### src/rtl/rvh_l1d_ptw_req_arb_if.sv
// Handshake bundle between the PTW request arbiter and its MMU, replay buffer and L1D neighbours.
// Port names keep their original _i/_o affixes as seen from the arbiter.
interface rvh_l1d_ptw_req_arb_if #(
  parameter int unsigned PTW_ID_WIDTH = 4,
  parameter int unsigned PADDR_WIDTH  = 56
);
  logic                    ptw_walk_req_vld_i;
  logic [PTW_ID_WIDTH-1:0] ptw_walk_req_id_i;
  logic [PADDR_WIDTH-1:0]  ptw_walk_req_addr_i;
  logic                    ptw_walk_req_rdy_o;
  logic                    replay_req_vld_i;
  logic [PTW_ID_WIDTH-1:0] replay_req_id_i;
  logic [PADDR_WIDTH-1:0]  replay_req_paddr_i;
  logic                    replay_req_rdy_o;
  logic                    l1d_ptw_req_vld_o;
  logic [PTW_ID_WIDTH-1:0] l1d_ptw_req_id_o;
  logic [PADDR_WIDTH-1:0]  l1d_ptw_req_paddr_o;
  logic                    l1d_ptw_req_is_replay_o;
  logic                    l1d_ptw_req_rdy_i;
  logic                    ptw_walk_resp_vld_i;
  logic                    ptw_walk_resp_rdy_i;
  logic                    ptw_replay_ovf_o;
  logic                    ptw_walk_busy_o;

  modport slave (
    input  ptw_walk_req_vld_i, ptw_walk_req_id_i, ptw_walk_req_addr_i,
    output ptw_walk_req_rdy_o,
    input  replay_req_vld_i, replay_req_id_i, replay_req_paddr_i,
    output replay_req_rdy_o,
    output l1d_ptw_req_vld_o, l1d_ptw_req_id_o, l1d_ptw_req_paddr_o, l1d_ptw_req_is_replay_o,
    input  l1d_ptw_req_rdy_i,
    input  ptw_walk_resp_vld_i, ptw_walk_resp_rdy_i,
    output ptw_replay_ovf_o, ptw_walk_busy_o
  );

  modport master (
    output ptw_walk_req_vld_i, ptw_walk_req_id_i, ptw_walk_req_addr_i,
    input  ptw_walk_req_rdy_o,
    output replay_req_vld_i, replay_req_id_i, replay_req_paddr_i,
    input  replay_req_rdy_o,
    input  l1d_ptw_req_vld_o, l1d_ptw_req_id_o, l1d_ptw_req_paddr_o, l1d_ptw_req_is_replay_o,
    output l1d_ptw_req_rdy_i,
    output ptw_walk_resp_vld_i, ptw_walk_resp_rdy_i,
    input  ptw_replay_ovf_o, ptw_walk_busy_o
  );
endinterface

### src/rtl/rvh_l1d_ptw_req_arb.sv
// Issues one outstanding PTW walk into the L1D load port and re-issues it on replay requests.
// Optional performance counters are enabled by defining RVH_L1D_PTW_ARB_PERF_EN.
module rvh_l1d_ptw_req_arb #(
  parameter int unsigned PTW_ID_WIDTH = 4,
  parameter int unsigned PADDR_WIDTH  = 56,
  parameter int unsigned MAX_REPLAY   = 8,
  parameter int unsigned RCNT_W       = $clog2(MAX_REPLAY + 1)
) (
  input  logic                 clk,
  input  logic                 rst,
  rvh_l1d_ptw_req_arb_if.slave bus
`ifdef RVH_L1D_PTW_ARB_PERF_EN
  ,
  output logic [31:0]          perf_walk_cnt_o,
  output logic [31:0]          perf_replay_cnt_o,
  output logic [15:0]          perf_ovf_cnt_o
`endif
);

  typedef enum logic [1:0] {IDLE, ISSUE, WAIT, REPLAY} state_e;

  state_e                  state;
  logic                    vld_q;
  logic                    is_replay_q;
  logic                    ovf_q;
  logic [RCNT_W-1:0]       rcnt;
  logic [PTW_ID_WIDTH-1:0] id_q;
  logic [PADDR_WIDTH-1:0]  paddr_q;

  logic resp_hs;
  logic walk_acc;
  logic replay_acc;
  logic rcnt_sat;

  // A same-cycle response wins over a replay; the replay is simply not accepted.
  always_comb begin
    resp_hs    = bus.ptw_walk_resp_vld_i & bus.ptw_walk_resp_rdy_i;
    walk_acc   = (state == IDLE) & bus.ptw_walk_req_vld_i;
    replay_acc = (state == WAIT) & ~resp_hs & bus.replay_req_vld_i;
    rcnt_sat   = (rcnt == RCNT_W'(MAX_REPLAY));
  end

  always_ff @(posedge clk or negedge rst) begin
    if (!rst) begin
      state       <= IDLE;
      vld_q       <= 1'b0;
      is_replay_q <= 1'b0;
      ovf_q       <= 1'b0;
      rcnt        <= '0;
    end else begin
      case (state)
        IDLE: begin
          if (walk_acc) begin
            state       <= ISSUE;
            vld_q       <= 1'b1;
            is_replay_q <= 1'b0;
            ovf_q       <= 1'b0;
            rcnt        <= '0;
          end
        end
        ISSUE: begin
          if (bus.l1d_ptw_req_rdy_i) begin
            state <= WAIT;
            vld_q <= 1'b0;
          end
        end
        WAIT: begin
          if (resp_hs) begin
            state <= IDLE;
          end else if (replay_acc) begin
            state       <= REPLAY;
            vld_q       <= 1'b1;
            is_replay_q <= 1'b1;
            if (rcnt_sat) ovf_q <= 1'b1;
            else          rcnt  <= rcnt + RCNT_W'(1);
          end
        end
        REPLAY: begin
          if (bus.l1d_ptw_req_rdy_i) begin
            state       <= WAIT;
            vld_q       <= 1'b0;
            is_replay_q <= 1'b0;
          end
        end
        default: state <= IDLE;
      endcase
    end
  end

  // Request payload is not reset; it is only meaningful while vld_q is high.
  always_ff @(posedge clk) begin
    if (walk_acc) begin
      id_q    <= bus.ptw_walk_req_id_i;
      paddr_q <= bus.ptw_walk_req_addr_i;
    end else if (replay_acc) begin
      paddr_q <= bus.replay_req_paddr_i;
    end
  end

  assign bus.ptw_walk_req_rdy_o      = (state == IDLE);
  assign bus.replay_req_rdy_o        = (state == WAIT) & ~resp_hs;
  assign bus.l1d_ptw_req_vld_o       = vld_q;
  assign bus.l1d_ptw_req_id_o        = id_q;
  assign bus.l1d_ptw_req_paddr_o     = paddr_q;
  assign bus.l1d_ptw_req_is_replay_o = is_replay_q;
  assign bus.ptw_replay_ovf_o        = ovf_q;
  assign bus.ptw_walk_busy_o         = (state != IDLE);

`ifdef RVH_L1D_PTW_ARB_PERF_EN
  always_ff @(posedge clk or negedge rst) begin
    if (!rst) begin
      perf_walk_cnt_o   <= '0;
      perf_replay_cnt_o <= '0;
      perf_ovf_cnt_o    <= '0;
    end else begin
      if (walk_acc)                        perf_walk_cnt_o   <= perf_walk_cnt_o + 32'd1;
      if (replay_acc)                      perf_replay_cnt_o <= perf_replay_cnt_o + 32'd1;
      if (replay_acc & rcnt_sat & ~ovf_q)  perf_ovf_cnt_o    <= perf_ovf_cnt_o + 16'd1;
    end
  end
`endif

`ifndef SYNTHESIS
  logic                    hold_q;
  logic [PTW_ID_WIDTH-1:0] id_h;
  logic [PADDR_WIDTH-1:0]  paddr_h;

  always_ff @(posedge clk or negedge rst) begin
    if (!rst) begin
      hold_q <= 1'b0;
    end else begin
      hold_q  <= vld_q & ~bus.l1d_ptw_req_rdy_i;
      id_h    <= id_q;
      paddr_h <= paddr_q;
      assert (!(bus.ptw_walk_resp_vld_i && state != WAIT))
        else $fatal(1, "walk response outside WAIT state");
      assert (!(replay_acc && bus.replay_req_id_i != id_q))
        else $fatal(1, "replay id differs from held walk id");
      assert (!(hold_q && (id_q != id_h || paddr_q != paddr_h)))
        else $fatal(1, "request payload changed while stalled");
    end
  end
`endif

endmodule
### src/flat_wrapper.sv
// flat-port wrapper written by rule: the top's interface ports become plain ports
module rvh_l1d_ptw_req_arb_flat 
#(
  parameter int unsigned PTW_ID_WIDTH = 4,
  parameter int unsigned PADDR_WIDTH  = 56,
  parameter int unsigned MAX_REPLAY   = 8,
  parameter int unsigned RCNT_W       = $clog2(MAX_REPLAY + 1)
)
  (clk, rst, bus_ptw_walk_req_vld_i, bus_ptw_walk_req_id_i, bus_ptw_walk_req_addr_i, bus_ptw_walk_req_rdy_o, bus_replay_req_vld_i, bus_replay_req_id_i, bus_replay_req_paddr_i, bus_replay_req_rdy_o, bus_l1d_ptw_req_vld_o, bus_l1d_ptw_req_id_o, bus_l1d_ptw_req_paddr_o, bus_l1d_ptw_req_is_replay_o, bus_l1d_ptw_req_rdy_i, bus_ptw_walk_resp_vld_i, bus_ptw_walk_resp_rdy_i, bus_ptw_replay_ovf_o, bus_ptw_walk_busy_o);
  rvh_l1d_ptw_req_arb_if #(.PTW_ID_WIDTH(PTW_ID_WIDTH), .PADDR_WIDTH(PADDR_WIDTH)) bus_i ();
  input  logic clk;
  input  logic rst;
  input wire logic [$bits(bus_i.ptw_walk_req_vld_i)-1:0] bus_ptw_walk_req_vld_i;
  input wire logic [$bits(bus_i.ptw_walk_req_id_i)-1:0] bus_ptw_walk_req_id_i;
  input wire logic [$bits(bus_i.ptw_walk_req_addr_i)-1:0] bus_ptw_walk_req_addr_i;
  output wire logic [$bits(bus_i.ptw_walk_req_rdy_o)-1:0] bus_ptw_walk_req_rdy_o;
  input wire logic [$bits(bus_i.replay_req_vld_i)-1:0] bus_replay_req_vld_i;
  input wire logic [$bits(bus_i.replay_req_id_i)-1:0] bus_replay_req_id_i;
  input wire logic [$bits(bus_i.replay_req_paddr_i)-1:0] bus_replay_req_paddr_i;
  output wire logic [$bits(bus_i.replay_req_rdy_o)-1:0] bus_replay_req_rdy_o;
  output wire logic [$bits(bus_i.l1d_ptw_req_vld_o)-1:0] bus_l1d_ptw_req_vld_o;
  output wire logic [$bits(bus_i.l1d_ptw_req_id_o)-1:0] bus_l1d_ptw_req_id_o;
  output wire logic [$bits(bus_i.l1d_ptw_req_paddr_o)-1:0] bus_l1d_ptw_req_paddr_o;
  output wire logic [$bits(bus_i.l1d_ptw_req_is_replay_o)-1:0] bus_l1d_ptw_req_is_replay_o;
  input wire logic [$bits(bus_i.l1d_ptw_req_rdy_i)-1:0] bus_l1d_ptw_req_rdy_i;
  input wire logic [$bits(bus_i.ptw_walk_resp_vld_i)-1:0] bus_ptw_walk_resp_vld_i;
  input wire logic [$bits(bus_i.ptw_walk_resp_rdy_i)-1:0] bus_ptw_walk_resp_rdy_i;
  output wire logic [$bits(bus_i.ptw_replay_ovf_o)-1:0] bus_ptw_replay_ovf_o;
  output wire logic [$bits(bus_i.ptw_walk_busy_o)-1:0] bus_ptw_walk_busy_o;
  assign bus_i.ptw_walk_req_vld_i = bus_ptw_walk_req_vld_i;
  assign bus_i.ptw_walk_req_id_i = bus_ptw_walk_req_id_i;
  assign bus_i.ptw_walk_req_addr_i = bus_ptw_walk_req_addr_i;
  assign bus_ptw_walk_req_rdy_o = bus_i.ptw_walk_req_rdy_o;
  assign bus_i.replay_req_vld_i = bus_replay_req_vld_i;
  assign bus_i.replay_req_id_i = bus_replay_req_id_i;
  assign bus_i.replay_req_paddr_i = bus_replay_req_paddr_i;
  assign bus_replay_req_rdy_o = bus_i.replay_req_rdy_o;
  assign bus_l1d_ptw_req_vld_o = bus_i.l1d_ptw_req_vld_o;
  assign bus_l1d_ptw_req_id_o = bus_i.l1d_ptw_req_id_o;
  assign bus_l1d_ptw_req_paddr_o = bus_i.l1d_ptw_req_paddr_o;
  assign bus_l1d_ptw_req_is_replay_o = bus_i.l1d_ptw_req_is_replay_o;
  assign bus_i.l1d_ptw_req_rdy_i = bus_l1d_ptw_req_rdy_i;
  assign bus_i.ptw_walk_resp_vld_i = bus_ptw_walk_resp_vld_i;
  assign bus_i.ptw_walk_resp_rdy_i = bus_ptw_walk_resp_rdy_i;
  assign bus_ptw_replay_ovf_o = bus_i.ptw_replay_ovf_o;
  assign bus_ptw_walk_busy_o = bus_i.ptw_walk_busy_o;
  rvh_l1d_ptw_req_arb #(.PTW_ID_WIDTH(PTW_ID_WIDTH), .PADDR_WIDTH(PADDR_WIDTH), .MAX_REPLAY(MAX_REPLAY), .RCNT_W(RCNT_W)) u_core (.clk(clk), .rst(rst), .bus(bus_i));
endmodule
### config.mk
export PLATFORM = sky130hd
export DESIGN_NAME = rvh_l1d_ptw_req_arb_flat
export DESIGN_NICKNAME = d
export VERILOG_FILES = /design/src/rtl/rvh_l1d_ptw_req_arb_if.sv /design/src/rtl/rvh_l1d_ptw_req_arb.sv /design/src/flat_wrapper.sv
export SDC_FILE = /design/constraint.sdc
export NUM_CORES = 1
export LEC_CHECK = 0
export ABC_AREA = 1
export CORE_ASPECT_RATIO = 1.1
export CORE_UTILIZATION = 40
export DETAILED_ROUTE_END_ITERATION = 7
export PLACE_DENSITY = 0.84
export SYNTH_ARGS = -nofsm -noshare
export SYNTH_HDL_FRONTEND = slang
export SYNTH_SLANG_ARGS = --single-unit
### constraint.sdc
create_clock -name clk -period 5.7 [get_ports clk]
set_input_delay 0.855 -clock clk [delete_from_list [all_inputs] [get_ports clk]]
set_output_delay 0.855 -clock clk [all_outputs]
set_load 0.005 [all_outputs]
==> reports/metrics.cfg, run 1 <==
[place]
post-place-cells = 578
io_buffers = 188
placed_cell_area_um2 = 4970
place_ws_ns = 2.217
gp_congestion = 0.7431
dp_hpwl_um = 6460

[critical_path]
critPathMaxFanout = 60
r2r_cells = 4
cp.arrival_ns = 3.06
required_ns = 5.71
end_kind = flop
critical_path_class = input pin to flop
cp-start-kind = input pin

[sta]
tightest_slew_ns = 1.052
fmax_mhz = 327.1
finalHoldViolCount = 0
hold_ws_ns = 0.5006
setup_ws_ns = 2.643
period_share_pct = 53.63
relSlewSlack_pct = 29.89
period_needed_ns = 3.057
rsz0062_at_grt = no
fin_skew_ns = 0.01122
fin_tns_setup_ns = 0
setup_viol = 0
report.final.slew_viol_count = 0

[clock_network]
clockBufferDepth = 2
clkTransAtPathRegs_ns = 0.07
clock_latency_ns = 0.34
cts_hold_buf = 0
cts_buffers = 9
clock_sink_count = 69
post_cts_resized = 0
cts_tree = built
root_buffer = clkbuf_8
htreeDepth = 3
post_cts_buffers = 0

[synthesis]
yosys.area.top_type = edfxtp_1
avgSynthCellArea_um2 = 9.743
netlist_area_um2 = 3059
synth-seq-cells = 69
synthDominantCellAreaShare_pct = 58.90
synth_most_common_cell = nand2_1
synth.cells.most_frequent = 193 x nand2_1, 60 x edfxtp_1, 13 x inv_1
synth_cells = 314
ys_types = 21
synth_ff_type = edfxtp_1
synth_seq_area_share_pct = 66.26
synth-edff-count = 60
yosysWarningCount = 0
synth_nets = 443
async_reset_ff_share_pct = 13.04
yosys-top-cells-area = edfxtp_1 59%, nand2_1 24%, dfrtp_1 7.4%

[grt]
grt_usage_pct = 21.90
grt_pass1_wl_um = 13230
grt_antenna_before_repair = 0
gr-total-overflow = 0
grt_pass1_vias = 2789
grt_max_degree = 61

[power_and_ir_drop]
p_sw_share_pct = 28.90
power.total_mw = 1.991
ir_worst_vdd_v = 0.0002464
switching_power_uw = 575.5
p_leak_nw = 2.206
internal_power_mw = 1.416
p_per_area_nw_per_um2 = 382.4
seqPwrFrac_pct = 41.1
combPwrFrac_pct = 35.4
clkPwrFrac_pct = 23.6

[detailed_routing]
final_antenna_net_count = 0
dr.pass1.iters = 4
wirelength_um = 8698
dr_total_vias = 2816
viasPerCell = 4.741
route.detailed.drc = 0
drt_first_iter_violations = 119
routedWlPerCell_um = 14.64

[final_layout]
drive_gt1_share_pct = 4.142
stdcell_area_um2 = 5207
diodes = 0
fin_cells = 594
utilization_pct = 70.07
syn_to_final_growth_pct = 70.22
fin_nets = 631

[worst_hold_path]
hold_depth = 2
hold_class = flop to flop

[floorplan]
die-height_um = 93.72
fp.dieW_um = 85.38
dieArea_um2 = 8002
rows = 33
core_area_um2 = 7432
ios = 193
initial_core_util_pct = 41.16

[run]
cap_violations = 0

[status]
status = finished, final reports clean

[worst max-delay path, cell delays in order]
cell and delay [ns]:
clkdlybuf4s50_1 0.53, nand2_4 0.37, nand2_2 0.83, buf_4 0.44
[flip-flops by register name, indices dropped and copies added, names as in the netlist]
register,count
u_core.state,2
u_core.bus.ptw_replay_ovf_o,1
u_core.bus.l1d_ptw_req_id_o,4
u_core.bus.l1d_ptw_req_is_replay_o,1
u_core.rcnt,4
u_core.bus.l1d_ptw_req_paddr_o,56
u_core.bus.l1d_ptw_req_vld_o,1
[worst paths after layout]
path / startpoint / to / slack [ns]
setup reg to reg: u_core.state[1]$_DFFE_PN0P_ / u_core.bus.l1d_ptw_req_paddr_o[43]$_DFFE_PP_ / 3.02
setup / recovery: bus_ptw_walk_req_vld_i / u_core.bus.l1d_ptw_req_paddr_o[43]$_DFFE_PP_ / 2.64
hold / removal: u_core.bus.ptw_replay_ovf_o$_DFFE_PN0P_ / u_core.bus.ptw_replay_ovf_o$_DFFE_PN0P_ / 0.50
hold reg to reg: u_core.bus.ptw_replay_ovf_o$_DFFE_PN0P_ / u_core.bus.ptw_replay_ovf_o$_DFFE_PN0P_ / 0.50
max in group asynchronous: rst / u_core.rcnt[2]$_DFFE_PN0P_ / 4.59
min in group asynchronous: rst / u_core.bus.ptw_replay_ovf_o$_DFFE_PN0P_ / 0.82
[layout by cell type (no fill, tap or decap)]
| master | n |
|---|---|
| a21oi_1 | 2 |
| buf_4 | 1 |
| bufinv_16 | 3 |
| clkbuf_8 | 9 |
| clkdlybuf4s50_1 | 188 |
| clkinv_1 | 2 |
| clkinv_4 | 1 |
| clkinvlp_4 | 1 |
| dfrtp_1 | 9 |
| edfxtp_1 | 60 |
| ha_1 | 2 |
| inv_1 | 13 |
| inv_2 | 1 |
| nand2_1 | 192 |
| nand2_2 | 2 |
| nand2_4 | 1 |
| nand3_1 | 4 |
| nand3b_1 | 2 |
| nand4_1 | 1 |
| nor2_1 | 4 |
| nor2_4 | 1 |
| nor3_1 | 1 |
| o21ai_0 | 5 |
| or2_2 | 1 |
| xnor2_1 | 1 |
[metal layers]
metal	vias to the layer above	wire length, um	share of wire, %	track usage, %
met2	123	4710	54	42.34
li1	1376	-	-	-
met1	1305	3219	37	23.11
met3	12	631	7.3	5.800
met4	0	136	1.6	6.528
met5	-	0	0	0
[cell families (layout without fill, tap and decap cells)]
family          Yosys count  in the layout  share of synthesized area (%)
compound gates            7              7                          1.145
simple gates            209            209                          26.83
xor+xnor                  1              1                         0.2864
flops                    69             69                          66.26
fa+ha+maj                 2              2                         0.8179
buf+inv                  26            219                          4.662
[final cells by class]
cell class	instances	area, um2
fill	535	2225
sequential	69	2027
timing repair buffer	189	1889
multi-input combinational	219	892.1
clock buffer	9	123.9
clock inverter	7	113.9
tap	87	108.9
inverter	14	52.55
[power groups by stage]
stage	clock network, mW	logic (mW)	registers [mW]
CTS	0.480	0.715	0.819
detailed placement	0	0.713	0.829
finish	0.469	0.704	0.818
global route	0.503	0.773	0.831
global placement	0	0.690	0.818
floorplan	0	0.274	0.843
Power figures use the tool's default switching activity.
==> inputs of run 2 (changes only) <==
CORE_UTILIZATION = 37   (was 40)
PLACE_DENSITY = 0.78   (was 0.84)
clock period = 3.1 ns   (was 5.7 ns; I/O delays follow)
==> reports/metrics.cfg, run 2 (same netlist as run 1, synthesis figures left out) <==
[power_and_ir_drop]
internal_power_mw = 2.461
ir_worst_vdd_v = 0.0004833
switching_power_mw = 1.063
clkPwrFrac_pct = 20.5
p_per_area_nw_per_um2 = 673.9
seqPwrFrac_pct = 42.4
combPwrFrac_pct = 37.1
power.total_mw = 3.524
p_leak_nw = 2.199
p_sw_share_pct = 30.16

[sta]
relSlewSlack_pct = 61.83
fmax_mhz = 473.4
fin_skew_ns = 0.007589
fin_tns_setup_ns = 0
report.final.slew_viol_count = 0
setup_viol = 0
tightest_slew_ns = 0.5718
finalHoldViolCount = 0
period_share_pct = 68.15
rsz0062_at_grt = no
setup_ws_ns = 0.9875
hold_ws_ns = 0.4348
period_needed_ns = 2.113

[clock_network]
root_buffer = clkbuf_8
cts_hold_buf = 0
clockBufferDepth = 2
clkTransAtPathRegs_ns = 0.08
clock_sink_count = 69
post_cts_buffers = 0
htreeDepth = 3
post_cts_resized = 0
cts_buffers = 9
clock_latency_ns = 0.34
cts_tree = built

[floorplan]
rows = 34
dieArea_um2 = 8636
ios = 193
initial_core_util_pct = 38.46
core_area_um2 = 7955
fp.dieW_um = 88.70
die-height_um = 97.37

[critical_path]
critPathMaxFanout = 5
critical_path_class = flop to output port
required_ns = 2.63
end_kind = output port
cp-start-kind = flop
cp.arrival_ns = 1.65

[final_layout]
multi_input_area_um2 = 892.1
layout_common_cells = 192 x nand2_1, 188 x clkdlybuf4s50_1, 60 x edfxtp_1
largest_reg_flops = 56
seqCellArea_um2 = 2027
final_common_cell = nand2_1
diodes = 0
drive_gt1_share_pct = 4.902
fin_nets = 634
syn_to_final_growth_pct = 70.92
fin_cells = 618
fill_cells = 612

[grt]
grt_pass1_wl_um = 12740
grt_antenna_before_repair = 0
grt_pass1_vias = 2671
grt_max_degree = 48
grt_usage_pct = 19.71
gr-total-overflow = 0

[place]
post-place-cells = 602
place_ws_ns = 0.9257
io_buffers = 188
dp_hpwl_um = 6448
gp_congestion = 0.7855

[status]
status = finished, final reports clean

[detailed_routing]
routedWlPerCell_um = 13.59
viasPerCell = 4.461
dr.pass1.iters = 4
final_antenna_net_count = 0
route.detailed.drc = 0
dr_total_vias = 2757
drt_first_iter_violations = 86
wirelength_um = 8398

[worst_hold_path]
hold_class = input pin to asynchronous set/reset pin

[run]
cap_violations = 0

[run 2: path summary, 6_finish.rpt]
path                                                         start                                          end  slack (ns)  depth (start not counted)
min                                                            rst     u_core.bus.l1d_ptw_req_vld_o$_DFFE_PN0P_        0.43                          1
max in group asynchronous                                      rst                   u_core.rcnt[1]$_DFFE_PN0P_        2.37                          1
max                                    u_core.state[0]$_DFFE_PN0P_                         bus_replay_req_rdy_o        0.99                          4
min in group clk           u_core.bus.ptw_replay_ovf_o$_DFFE_PN0P_      u_core.bus.ptw_replay_ovf_o$_DFFE_PN0P_        0.50                          2
min reg2reg                u_core.bus.ptw_replay_ovf_o$_DFFE_PN0P_      u_core.bus.ptw_replay_ovf_o$_DFFE_PN0P_        0.50                          2
max reg2reg                            u_core.state[1]$_DFFE_PN0P_  u_core.bus.l1d_ptw_req_paddr_o[9]$_DFFE_PP_        1.32                          6
[run 2: power groups by stage]
| stage | sequential (mW) | combinational [mW] | clock, mW |
|---|---|---|---|
| 4_1_cts | 1.50 | 1.33 | 0.746 |
| 3_3_place_gp | 1.50 | 1.30 | 0 |
| 2_1_floorplan | 1.55 | 0.503 | 0 |
| 5_1_grt | 1.52 | 1.44 | 0.786 |
| 3_5_place_dp | 1.51 | 1.33 | 0 |
| 6_report | 1.49 | 1.31 | 0.724 |
[run 2: final cells by class]
class                           instances  area share, %
Clock inverter                          7          1.412
Tap cell                              108          2.584
Clock buffer                            9          2.369
Sequential cell                        69          38.77
Inverter                               14          1.005
Multi-Input combinational cell        219          17.06
Timing Repair Buffer                  192          36.80
[run 2: per-layer routing]
| metal | part of all wire (%) | vias to the layer above | wire, um | track usage, % |
|---|---|---|---|---|
| met5 | 0 | - | 0 | 0 |
| met4 | 1.8 | 0 | 150 | 7.196 |
| met1 | 38 | 1225 | 3202 | 20.50 |
| met3 | 10 | 13 | 880 | 6.457 |
| met2 | 50 | 138 | 4164 | 35.86 |
| li1 | - | 1381 | - | - |
[run 2: critical path, cell delays in order (launching register included)]
cell	delay, ns
dfrtp_1	0.45
inv_1	0.10
nand2_1	0.14
nor2_1	0.13
clkdlybuf4s50_1	0.50
[run 2: stage by stage]
step / util (%) / instance area, um2
2_1_floorplan: - / 3059
3_3_place_gp: 63.24 / 5031
3_5_place_dp: 63.24 / 5031
4_1_cts: 65.73 / 5229
5_1_grt: 65.73 / 5229
6_report: 65.73 / 5229
